File: src/rtl/gpi_edge_irq.sv
// Avalon-MM general-purpose input port with synchronizer, sticky edge capture and maskable level IRQ.
// Optional per-bit debounce filter enabled by defining GPI_DEBOUNCE_EN.
module gpi_edge_irq #(
  parameter int WIDTH           = 8,
  parameter int EDGE_TYPE       = 0,
  parameter int DEBOUNCE_CYCLES = 16
) (
  input  logic             clk,
  input  logic             reset_n,
  input  logic [2:0]       address,
  input  logic             chipselect,
  input  logic             write_n,
  input  logic [31:0]      writedata,
  output logic [31:0]      readdata,
  input  logic [WIDTH-1:0] in_port,
  output logic             irq
);

`ifdef GPI_DEBOUNCE_EN
  localparam int ARM = 3 + DEBOUNCE_CYCLES;
`else
  localparam int ARM = 3;
`endif
  localparam int ARM_W = $clog2(ARM + 1);

  logic [WIDTH-1:0] r_sync_p0;
  logic [WIDTH-1:0] r_sync_p1;
  logic [WIDTH-1:0] r_prev_p2;
  logic [WIDTH-1:0] r_edge_cap;
  logic [WIDTH-1:0] r_irq_mask;
  logic [ARM_W-1:0] r_arm_cnt;
  logic [31:0]      r_readdata;
  logic             r_irq;

  logic [WIDTH-1:0] w_filt;
  logic [WIDTH-1:0] w_edge;
  logic [WIDTH-1:0] w_wdata;
  logic [WIDTH-1:0] w_clr;
  logic [WIDTH-1:0] w_mask_nxt;
  logic [31:0]      w_rd_mux;
  logic             w_armed;
  logic             w_wr;

  // Two-flop synchronizer for the asynchronous board inputs
  always_ff @(posedge clk or negedge reset_n) begin
    if (!reset_n) begin
      r_sync_p0 <= '0;
      r_sync_p1 <= '0;
    end else begin
      r_sync_p0 <= in_port;
      r_sync_p1 <= r_sync_p0;
    end
  end

`ifdef GPI_DEBOUNCE_EN
  localparam int CNT_W = $clog2(DEBOUNCE_CYCLES + 1);

  logic [WIDTH-1:0] r_deb;
  logic [CNT_W-1:0] r_deb_cnt [WIDTH];

  // A bit is accepted only after it has differed from the debounced value for DEBOUNCE_CYCLES cycles
  always_ff @(posedge clk or negedge reset_n) begin
    if (!reset_n) begin
      r_deb <= '0;
      for (int i = 0; i < WIDTH; i++) r_deb_cnt[i] <= '0;
    end else begin
      for (int i = 0; i < WIDTH; i++) begin
        if (r_sync_p1[i] != r_deb[i]) begin
          if (r_deb_cnt[i] == CNT_W'(DEBOUNCE_CYCLES - 1)) begin
            r_deb[i]     <= r_sync_p1[i];
            r_deb_cnt[i] <= '0;
          end else begin
            r_deb_cnt[i] <= r_deb_cnt[i] + CNT_W'(1);
          end
        end else begin
          r_deb_cnt[i] <= '0;
        end
      end
    end
  end

  assign w_filt = r_deb;
`else
  assign w_filt = r_sync_p1;
`endif

  always_comb begin
    w_edge = '0;
    case (EDGE_TYPE)
      0:       w_edge = w_filt & ~r_prev_p2;
      1:       w_edge = ~w_filt & r_prev_p2;
      default: w_edge = w_filt ^ r_prev_p2;
    endcase
  end

  assign w_armed = (r_arm_cnt == ARM_W'(ARM));
  assign w_wr    = chipselect & ~write_n;
  assign w_wdata = writedata[WIDTH-1:0];
  assign w_clr   = (w_wr && (address == 3'd3)) ? w_wdata : '0;

  always_comb begin
    w_mask_nxt = r_irq_mask;
    if (w_wr) begin
      case (address)
        3'd2:    w_mask_nxt = w_wdata;
        3'd4:    w_mask_nxt = r_irq_mask | w_wdata;
        3'd5:    w_mask_nxt = r_irq_mask & ~w_wdata;
        default: w_mask_nxt = r_irq_mask;
      endcase
    end
  end

  always_comb begin
    w_rd_mux = '0;
    case (address)
      3'd0:    w_rd_mux[WIDTH-1:0] = w_filt;
      3'd2:    w_rd_mux[WIDTH-1:0] = r_irq_mask;
      3'd3:    w_rd_mux[WIDTH-1:0] = r_edge_cap;
      default: w_rd_mux = '0;
    endcase
  end

  // Edge capture, mask, IRQ and read-data registers; a new edge wins over a same-cycle W1C
  always_ff @(posedge clk or negedge reset_n) begin
    if (!reset_n) begin
      r_prev_p2  <= '0;
      r_edge_cap <= '0;
      r_irq_mask <= '0;
      r_arm_cnt  <= '0;
      r_readdata <= '0;
      r_irq      <= 1'b0;
    end else begin
      if (!w_armed) r_arm_cnt <= r_arm_cnt + ARM_W'(1);
      r_prev_p2  <= w_filt;
      r_edge_cap <= (r_edge_cap & ~w_clr) | (w_edge & {WIDTH{w_armed}});
      r_irq_mask <= w_mask_nxt;
      r_irq      <= |(r_edge_cap & r_irq_mask);
      r_readdata <= w_rd_mux;
    end
  end

  assign readdata = r_readdata;
  assign irq      = r_irq;

endmodule

File: config.mk
export PLATFORM = sky130hd
export DESIGN_NAME = gpi_edge_irq
export DESIGN_NICKNAME = d
export VERILOG_FILES = /design/src/rtl/gpi_edge_irq.sv
export SDC_FILE = /design/constraint.sdc
export NUM_CORES = 1
export LEC_CHECK = 0
export ABC_AREA = 1
export BUFFER_PORTS_ARGS = -buffer_cell sky130_fd_sc_hd__buf_2
export CAP_MARGIN = 20
export CORE_UTILIZATION = 35
export DETAILED_ROUTE_END_ITERATION = 10
export PLACE_DENSITY = 0.58
export SKIP_LAST_GASP = 1
export SLEW_MARGIN = 20
export SYNTH_ARGS = -nofsm -noshare
export SYNTH_HDL_FRONTEND = slang
export SYNTH_SLANG_ARGS = --single-unit
File: constraint.sdc
create_clock -name clk -period 2.1 [get_ports clk]
set_clock_uncertainty 0.15 [all_clocks]
set_input_delay 0.21 -clock clk [delete_from_list [all_inputs] [get_ports clk]]
set_output_delay 0.21 -clock clk [all_outputs]
set_load 0.02 [all_outputs]
# --- Word-level counts from Yosys, hierarchy flattened ---
# Cells that the tools add are included.
word_totals:
  wordCells: 34
  inputBits: 47
  output_inout_bits: 33
  register_bits: 51
op_classes:
  n_eq_ne: 5
  n_reduce_logical: 5
  n_addsub: 1
  n_bitwise: 12
  mux: 3
op_table:
  columns: ["op", "count"]
  rows:
  - ["case mux 8 bit (3 select lines)", 2]
  - ["AND 8 bit", 5]
  - ["inverter 8 bit", 3]
  - ["OR 8 bit", 2]
  - ["2-to-1 mux 8 bit", 1]
  - ["OR reduction 8 bit", 1]
  - ["== test 3 x 2 -> 1 bit (second input constant)", 2]
  - ["== test 3 bit (second input constant)", 2]
  - ["logical NOT 3 bit", 1]
  - ["nonzero test 3 bit", 1]
  - ["adder 2 x 1 -> 2 bit (second input constant)", 1]
  - ["== test 2 bit (second input constant)", 1]
  - ["AND reduction 2 bit", 1]
  - ["AND 1 bit", 1]
  - ["logical AND 1 bit", 1]
  - ["inverter 1 bit", 1]

# --- Longest topological paths before layout ---
# Gate-level depths: netlist (run 1).
logic_depth:
  ltp_word: 7
  mapped_depth: 7
  depth_no_buf: 6

# --- Least setup slack after synthesis (run 1) ---
# Ideal clock, no wire load.
synth_path:
  path_kind: "register -> register"
  startpoint: "register r_arm_cnt[0]"
  endpoint: "register r_arm_cnt[1]"
  synth_period_minus_slack_ns: 1.258
  arrival_time_ns: 0.983
  required_time_ns: 1.825
  setup_slack_ns: 0.842
  path_stages_with_launch: 4
  cell_sequence: "dfrtp_1 > ha_1 > buf_2 > mux2_2"
synth_via:
  elab_chain_len: 1
  elab_cells_between_ends: 2
  cone_classes: "1 x add/sub; 1 x eq/ne"
synth_rtl:
  columns: ["item", "line", "rtl"]
  rows:
  - ["from (decl)", "31", "logic [ARM_W-1:0] r_arm_cnt;"]
  - ["from (signal assigned)", "133", "if (!w_armed) r_arm_cnt <= r_arm_cnt + ARM_W'(1);"]
  - ["adder 2 x 1 -> 2 bit or == test 2 bit (tied branches)", "133, 96", null]
# Parallel ways exist; a longest one is shown, timed or not.
# A chain may end at the register's enable or synchronous reset.

# --- Final worst setup path (run 1) ---
# Ends and elaborated chain as after synthesis.

==> flow_metrics.tcl, run 1 <==
set metrics [dict create \
    ant_nets 0 \
    path_buf_inv 0 \
    initial_core_util_pct 36.6 \
    fin_util_pct 42.2 \
    dieArea_um2 6540 \
    dp_worst_setup_slack_ns 0.640 \
    grt_usage_pct 13.4 \
    setup_viol 0 \
    drt_iter0_markers 79 \
    pin_count 80 \
    syn_avg_cell_area_um2 9.81 \
    grt_setup_unrepaired "no" \
    cts.path.max_buffers 2 \
    r2r_start "r_arm_cnt[0]" \
    cts_made_buffers 5 \
    finalHoldViolCount 0 \
    cts_tree "yes" \
    mostFrequentLayoutCells "nand2_1 (74), dfrtp_1 (51), buf_2 (31), conb_1 (24), nand3_1 (22)" \
    viasPerCell 4.44 \
    diodes 0 \
    crit_path_end_kind "register" \
    dieWidth_um 80.9 \
    finalNonFillerCells 341 \
    grt_max_degree 33 \
    htreeDepth 2 \
    layout_setup_ws_ns 0.638 \
    layout.nets 313 \
    hp-class "input pin to register" \
    cts.sink_count 51 \
    worstSetupPathType "register to register" \
    ys_async_sr_fraction_pct 100 \
    rr_worst_depth 2 \
    num_rows 28 \
    drc_errors 0 \
    area_delta_synth_final_pct 15.4 \
    grt_pass1_wl_mm 6.48 \
    synthCells 222 \
    synth_edf_count 0 \
    root_buffer "clkbuf_8" \
    cts_setup_buffers 0 \
    post_route_cells_drive_above_1_share_pct 19.9 \
    clk_pin_slew_ns 0.09 \
    ys.flop_type "dfrtp_1" \
    grt_remaining_overflow 0 \
    gp_congestion 0.712 \
    worstPathCellList "ha_1, mux2_2" \
    synth-seq-area-share_pct 58.6 \
    routedWlPerCell_um 11.4 \
    first_global_vias 1385 \
    drv_cap 0 \
    via_count 1514 \
    die_h_um 80.9 \
    status "finished clean" \
    final.setup.tns_ns 0 \
    cts_resized 0 \
    clock_latency_ns 0.30 \
    ctsHoldBuffers 9 \
    worstMarginPinSlew_ns 0.694 \
    synth-seq-cells 51 \
    yosysWarnings 0 \
    antenna_found_initial 0 \
    slew_headroom_pct 53.5 \
    portBuffers 31 \
    peakVddDrop_mv 0.433 \
    synth_cell_types 21 \
    dpl.cell_count 324 \
    crit_path_max_fanout 10 \
    worstPathRequired_ns 2.14 \
    whs_path_depth 3 \
    period_share_pct 69.6 \
    slowest_delay_ns 0.46 \
    fin_crit_ns 1.46 \
    slew_viol_final 0 \
    holdPathEnd "r_irq_mask[1]" \
    syn_area_um2 2180 \
    powerDensity_nw_per_um2 788 \
    cp.arrival_ns 1.51 \
    max_freq_ghz 0.684 \
    reg2reg_slack_ns 0.64 \
    totalWireLength_mm 3.88 \
    cellLeakagePower_nw 1.27 \
    core_area_um2 5960 \
    final_common_cell "nand2_1" \
    cp.depth 2 \
    crit_path_start_kind "register" \
    min_from "writedata[1]" \
    place_hpwl_mm 2.57 \
    crit_path_top_delay_cell "ha_1" \
    r2r_end "r_arm_cnt[1]" \
    dr.pass1.iters 4 \
    cpLargestDelayFamily "adder cells" \
]
==> flip-flops by register name, indices dropped and copies added, names as in the netlist <==
name / count
r_edge_cap: 8
r_prev_p2: 8
r_sync_p0: 8
readdata: 8
r_arm_cnt: 2
irq: 1
r_irq_mask: 8
r_sync_p1: 8
==> worst reg2reg max path, stage by stage, from the launching register on <==
cell	delay, ns
dfrtp_1	0.37
ha_1	0.46
mux2_2	0.39
==> routing by layer <==
layer  vias to the layer above  GRT usage (%)  part of all wire [%]  wire (um)
li1                        744              -                     -          -
met1                       717           18.2                    49       1900
met2                        47           20.0                    44       1720
met3                         6           4.04                   5.0        194
met4                         0           5.36                   1.6         63
met5                         -              0                     0          0
==> kinds of logic (layout without fill, tap and decap cells) <==
kind of cell	after synthesis	after routing	share of synthesized area, %
flops	51	51	58.6
other cells	1	24	0.172
simple gates	120	120	26.4
xor+xnor	1	1	0.402
fa+ha+maj	1	1	0.574
buf+inv	42	63	12.2
compound gates	5	5	1.15
mux	1	1	0.517
==> power by group <==
group	internal [mW]	switching, mW
Clock	0.301	0.311
Sequential	1.06	0.0431
Combinational	0.0874	0.180
Total	1.45	0.534
==> Yosys cell counts (2+ instances only) <==
cell / count / area, um^2
nand2_1: 74 / 278
buf_4: 24 / 180
buf_6: 2 / 22.5
inv_2: 2 / 7.51
nand3_2: 5 / 50.1
inv_1: 11 / 41.3
dfrtp_1: 51 / 1280
nand3_1: 22 / 110
nand4_1: 9 / 56.3
nor2_1: 2 / 7.51
o21ai_1: 5 / 25.0
nor2_4: 2 / 22.5
buf_2: 3 / 15.0
nand3b_1: 3 / 22.5
==> metrics by stage <==
step	hold WS, ns	power [mW]	area, um^2
after detailed placement	0.0497	1.38	2320
after global routing	0.0222	2.09	2510
after global placement	0.0516	1.38	2320
final	0.0309	1.98	2510
after floorplan	-0.236	1.31	2260
after CTS	0.0194	2.01	2510
==> how the worst max path moves through the flow <==
stage,startpoint,endpoint
2_1_floorplan,r_arm_cnt[0],r_arm_cnt[1]
3_3_place_gp,r_arm_cnt[0],r_arm_cnt[1]
5_1_grt,r_arm_cnt[0],r_arm_cnt[1]
3_5_place_dp,r_arm_cnt[0],r_arm_cnt[1]
4_1_cts,r_arm_cnt[0],r_arm_cnt[1]
6_report,r_arm_cnt[0],r_arm_cnt[1]
==> final cells by class <==
cell class	instances	area (um^2)
fillers	609	3440
flip-flops and latches	51	1280
multi-input cells	152	722
repair buffers	42	273
clock buffers	8	100
well taps	75	93.8
inverters	13	48.8
Power figures use the tool's default switching activity.
==> run 2, diff against run 1 <==
--- a/config.mk
+++ b/config.mk
@@ -5,7 +5,7 @@
 export SDC_FILE = /design/constraint.sdc
 export NUM_CORES = 1
 export LEC_CHECK = 0
-export ABC_AREA = 1
+export ABC_AREA = 0
 export BUFFER_PORTS_ARGS = -buffer_cell sky130_fd_sc_hd__buf_2
 export CAP_MARGIN = 20
 export CORE_UTILIZATION = 35
==> constraint.sdc (replaced) <==
create_clock -name clk -period 1.35 [get_ports clk]
set_clock_uncertainty 0.15 [all_clocks]
set_input_delay 0.135 -clock clk [delete_from_list [all_inputs] [get_ports clk]]
set_output_delay 0.135 -clock clk [all_outputs]
set_load 0.02 [all_outputs]
==> flow_metrics.tcl, run 2 <==
set metrics [dict create \
    status "finished clean" \
    whs_ns 0.0317 \
    hp-class "input pin to register" \
    slew_viol_final 0 \
    layout_setup_ws_ns 0.102 \
    first_global_vias 1442 \
    holdPathEnd "r_edge_cap[7]" \
    grt_remaining_overflow 0 \
    antenna_found_initial 0 \
    synth-adder-area-share_pct 0.562 \
    post_route_cells_drive_above_1_share_pct 26.9 \
    max_freq_ghz 0.801 \
    clk_pin_slew_ns 0.08 \
    fin_util_pct 46.0 \
    crit_path_start_kind "register" \
    whs_path_depth 3 \
    synth_cell_types 29 \
    die_h_um 81.7 \
    num_rows 28 \
    peakVddDrop_mv 0.613 \
    ys_async_sr_fraction_pct 100 \
    layout.nets 311 \
    syn_avg_cell_area_um2 11.1 \
    cts_tree "yes" \
    core_area_um2 6030 \
    synthCells 200 \
    place_hpwl_mm 2.98 \
    setup_viol 0 \
    synth.area.top_cells "dfrtp_1 (57%), buf_4 (8.1%), mux2_2 (4.6%)" \
    grt_pass1_wl_mm 7.12 \
    grt_max_degree 52 \
    dieWidth_um 81.7 \
    initial_core_util_pct 36.9 \
    finalHoldViolCount 0 \
    totalWireLength_mm 4.43 \
    yosysWarnings 0 \
    dpl_cell_area_um2 2510 \
    grt_usage_pct 14.8 \
    synthMuxAreaShare_pct 5.00 \
    drc_errors 0 \
    synth-compound-area-share_pct 14.4 \
    synth.most_common_cell "dfrtp_1" \
    portBuffers 31 \
    syn_area_um2 2230 \
    final_common_cell "dfrtp_1" \
    period_share_pct 92.4 \
    num-fill-cells 583 \
    cts.sink_count 51 \
    seq_area_um2 1280 \
    cellLeakagePower_nw 1.29 \
    dieArea_um2 6680 \
    via_count 1587 \
    r2r_end "r_arm_cnt[1]" \
    grt_setup_unrepaired "no" \
    cts_made_buffers 5 \
    power_mw 3.13 \
    viasPerCell 4.68 \
    worstPathRequired_ns 1.39 \
    root_buffer "clkbuf_8" \
    diodes 0 \
    yosys.area_share.xor_xnor_pct 1.12 \
    cts_setup_buffers 0 \
    crit_path_max_fanout 6 \
    htreeDepth 2 \
    area_delta_synth_final_pct 24.5 \
    powerDensity_nw_per_um2 1130 \
    crit_path_end_kind "register" \
    synth_top_area_share_pct 57.3 \
    gp_congestion 0.749 \
    ant_nets 0 \
    mostFrequentLayoutCells "dfrtp_1 (51), buf_2 (31), conb_1 (24), nand2_1 (23), buf_4 (17)" \
    fin_area_um2 2770 \
    synth_top_area_cell "dfrtp_1" \
    reg2reg_slack_ns 0.10 \
    pin_count 80 \
    r2r_start "r_arm_cnt[0]" \
    synth_top_family_by_area "compound AO/OA/AOI/OAI gates" \
    drv_cap 0 \
    synth-seq-area-share_pct 57.3 \
    clock_latency_ns 0.29 \
    fin_crit_ns 1.25 \
    cts.path.max_buffers 2 \
    synth_common_cells "dfrtp_1 (51), buf_4 (24), nand2_1 (23)" \
    routedWlPerCell_um 13.1 \
    ys.flop_type "dfrtp_1" \
    rr_worst_depth 2 \
    synth-simple-area-share_pct 9.72 \
    multi_input_area_um2 779 \
    dr.pass1.iters 5 \
    dp_worst_setup_slack_ns -0.0169 \
    worstSetupPathType "register to register" \
    cp.arrival_ns 1.29 \
    min_from "writedata[7]" \
    drt_iter0_markers 121 \
    synth_edf_count 0 \
    synth-seq-cells 51 \
]
## run 2: cell types whose count changed after synthesis, sizes merged, moves of 2 or more
cell	delta
o2bb2ai	+6
a21oi	+16
mux2	+8
nand4	-8
nand2	-53
inv	-3
o21ai	+9
a32o	+2
nand3	-19
nor2	-4
a22oi	+11
clkbuf	+3
## run 2: through the flow
stage / std cells / TNS, ns
2_1_floorplan: 223 / 0
3_3_place_gp: 315 / -0.0185
3_5_place_dp: 315 / -0.0566
4_1_cts: 339 / 0
5_1_grt: 339 / 0
6_report: 339 / 0
## run 2: cell families after synthesis
group / Yosys count
and+or+nand+nor: 42
muxes: 10
buffers and inverters: 43
xor gates and xnor gates: 2
adders and majority gates: 1
DFF: 51
other: 1
AOI/OAI and AO/OA: 50
## run 2: worst max-delay path by stage
stage,start,to,slack [ns],depth (start not counted)
6_report,r_arm_cnt[0],r_arm_cnt[1],0.10,2
5_1_grt,r_arm_cnt[0],r_edge_cap[0],0.03,4
4_1_cts,r_arm_cnt[0],r_edge_cap[6],0.03,4
3_5_place_dp,address[0],r_irq_mask[6],-0.02,4
3_3_place_gp,address[0],r_irq_mask[7],-0.01,4
2_1_floorplan,r_arm_cnt[0],r_arm_cnt[1],0.08,3
## run 2: what timing repair did
item / 4_1_cts / 5_1_grt
hold buffers: 16 / 0
hold endpoints to repair: 72 / 0
gates resized for setup: 0 / 1
setup endpoints to repair: 0 / 5
## run 2: report_power, final
group / internal, mW / switching [mW] / total [mW]
Clock: 0.468 / 0.468 / 0.936
Sequential: 1.63 / 0.0658 / 1.70
Combinational: 0.214 / 0.280 / 0.494
Total: 2.31 / 0.813 / 3.13
## run 2: final cells by class
cell class                 count  area share [%]
inverter                      10            1.36
tap                           75            3.39
timing repair buffer          66            17.4
clock buffer                   8            3.61
multi-input combinational    129            28.1
sequential                    51            46.1
## run 2: worst max-delay path, stage by stage (launching register included)
cell	delay (ns)
dfrtp_1	0.39
ha_2	0.26
mux2_2	0.35
## run 2: routing by layer
layer,vias up,wire length [um],GRT usage [%]
met4,0,52,4.74
met1,768,2100,21.5
li1,766,-,-
met3,4,209,3.33
met5,-,0,0
met2,49,2070,21.7
==> run 3, diff against run 2 <==
--- a/config.mk
+++ b/config.mk
@@ -8,9 +8,10 @@
 export ABC_AREA = 0
 export BUFFER_PORTS_ARGS = -buffer_cell sky130_fd_sc_hd__buf_2
 export CAP_MARGIN = 20
-export CORE_UTILIZATION = 35
+export CORE_UTILIZATION = 49
 export DETAILED_ROUTE_END_ITERATION = 10
-export PLACE_DENSITY = 0.58
+export PLACE_DENSITY = 0.77
+export RECOVER_POWER = 50
 export SKIP_LAST_GASP = 1
 export SLEW_MARGIN = 20
 export SYNTH_ARGS = -nofsm -noshare
==> constraint.sdc (replaced) <==
create_clock -name clk -period 1.35 [get_ports clk]
set_clock_uncertainty 0.15 [all_clocks]
set_input_delay 0.135 -clock clk [delete_from_list [all_inputs] [get_ports clk]]
set_output_delay 0.135 -clock clk [all_outputs]
set_load 0.05 [all_outputs]
==> flow_metrics.tcl, run 3 (same netlist as run 2, synthesis figures left out) <==
set metrics [dict create \
    status "finished clean" \
    crit_path_end_kind "register" \
    grt_usage_pct 20.7 \
    dp_worst_setup_slack_ns -0.0325 \
    power_mw 3.15 \
    worstPathRequired_ns 1.39 \
    post_route_cells_drive_above_1_share_pct 25.1 \
    grt_setup_unrepaired "no" \
    cts.path.max_buffers 2 \
    clk_pin_slew_ns 0.09 \
    via_count 1610 \
    slew_viol_final 0 \
    reg2reg_slack_ns 0.11 \
    initial_core_util_pct 51.1 \
    slowest_delay_ns 0.37 \
    drc_errors 0 \
    layout.nets 306 \
    num_rows 24 \
    crit_path_max_fanout 6 \
    min_from "writedata[7]" \
    diodes 0 \
    r2r_start "r_arm_cnt[0]" \
    fin_crit_ns 1.24 \
    cp-startpoint "r_arm_cnt[0]" \
    finalNonFillerCells 311 \
    grt_max_degree 52 \
    area_delta_synth_final_pct 19.6 \
    setup_viol 0 \
    cts_tree "yes" \
    root_buffer "clkbuf_8" \
    first_global_vias 1609 \
    dieArea_um2 4820 \
    gp_congestion 0.780 \
    ant_nets 0 \
    crit_path_top_delay_cell "dfrtp_1" \
    portBuffers 31 \
    htreeDepth 2 \
    routedWlPerCell_um 14.7 \
    peakVddDrop_mv 0.544 \
    layout_setup_ws_ns 0.107 \
    cts_setup_buffers 0 \
    dieWidth_um 69.4 \
    r2r_end "r_arm_cnt[1]" \
    holdPathEnd "r_edge_cap[7]" \
    place_hpwl_mm 2.99 \
    dpl.cell_count 287 \
    worstMarginPinSlew_ns 0.688 \
    worstPathCellList "ha_2, mux2_2" \
    totalWireLength_mm 4.56 \
    die_h_um 69.4 \
    viasPerCell 5.18 \
    period_share_pct 92.1 \
    cts_made_buffers 5 \
    rr_worst_depth 2 \
    worstSetupPathType "register to register" \
    dr.pass1.iters 4 \
    finalHoldViolCount 0 \
    whs_path_depth 3 \
    grt_pass1_wl_mm 7.67 \
    drt_iter0_markers 121 \
    final.setup.tns_ns 0 \
    drv_cap 0 \
    clock_latency_ns 0.30 \
    slew_headroom_pct 54.2 \
    mostFrequentLayoutCells "dfrtp_1 (51), buf_2 (30), conb_1 (24), nand2_1 (23)" \
    pin_count 80 \
    cts.sink_count 51 \
    antenna_found_initial 0 \
    core_area_um2 4350 \
    hp-class "input pin to register" \
    max_freq_ghz 0.805 \
    cp.arrival_ns 1.28 \
    cellLeakagePower_nw 1.24 \
    grt_remaining_overflow 0 \
    final_common_cell "dfrtp_1" \
    crit_path_start_kind "register" \
    powerDensity_nw_per_um2 1180 \
]
==> run 3: changes by cell type in the layout (fill, tap and decap cells not counted), sizes merged <==
cell	delta
clkinv	+1
buf	-6
clkbuf	-1
clkinvlp	+1
==> run 3: what timing repair did <==
action | in CTS | in global routing
resized for setup | 0 | 1
hold endpoints to repair | 73 | 0
endpoints found under the setup margin | 0 | 6
hold buffers | 16 | 0
==> run 3: layout make-up <==
type / count / area [um^2]
multi-input cells: 129 / 779
flip-flops and latches: 51 / 1280
clock buffers: 6 / 72.6
clock inverters: 2 / 12.5
repair buffers: 61 / 419
well taps: 52 / 65.1
fillers: 362 / 1690
inverters: 10 / 37.5
==> run 3: how the worst max path moves through the flow <==
stage | slack, ns | cells after the start | endpoint
6_report | 0.11 | 2 | r_arm_cnt[1]
5_1_grt | 0.05 | 4 | r_edge_cap[1]
4_1_cts | 0.03 | 4 | r_edge_cap[2]
3_5_place_dp | -0.03 | 4 | r_irq_mask[7]
3_3_place_gp | -0.001 | 4 | r_irq_mask[7]
2_1_floorplan | 0.08 | 3 | r_arm_cnt[1]
==> run 3: critical path, delay by kind of cell (launching register included) <==
kind                     cells  cell delay [ns]
adder cells (fa/ha/maj)      1             0.26
multiplexers                 1             0.35
flip-flops                   1             0.37
==> run 3: per-stage QoR <==
step	util, %	instance area [um^2]	hold WS (ns)
after detailed placement	55.8	2430	-0.00149
after global routing	61.1	2660	0.0204
final	61.1	2660	0.0197
after global placement	55.8	2430	-0.00432
after CTS	61.4	2670	0.0154
after floorplan	-	2310	-0.311
==> run 3: routing by layer <==
metal  GRT usage (%)  wire (um)  vias up
met3            4.65        303        8
met1            26.5       1920      775
met4            9.07         76        0
met2            33.9       2260       70
met5               0          0        -
li1                -          -      757
==> run 3: where the power goes <==
part | switching, mW | internal [mW] | total (mW)
logic | 0.412 | 0.199 | 0.611
clock network | 0.477 | 0.363 | 0.840
registers | 0.0723 | 1.63 | 1.70
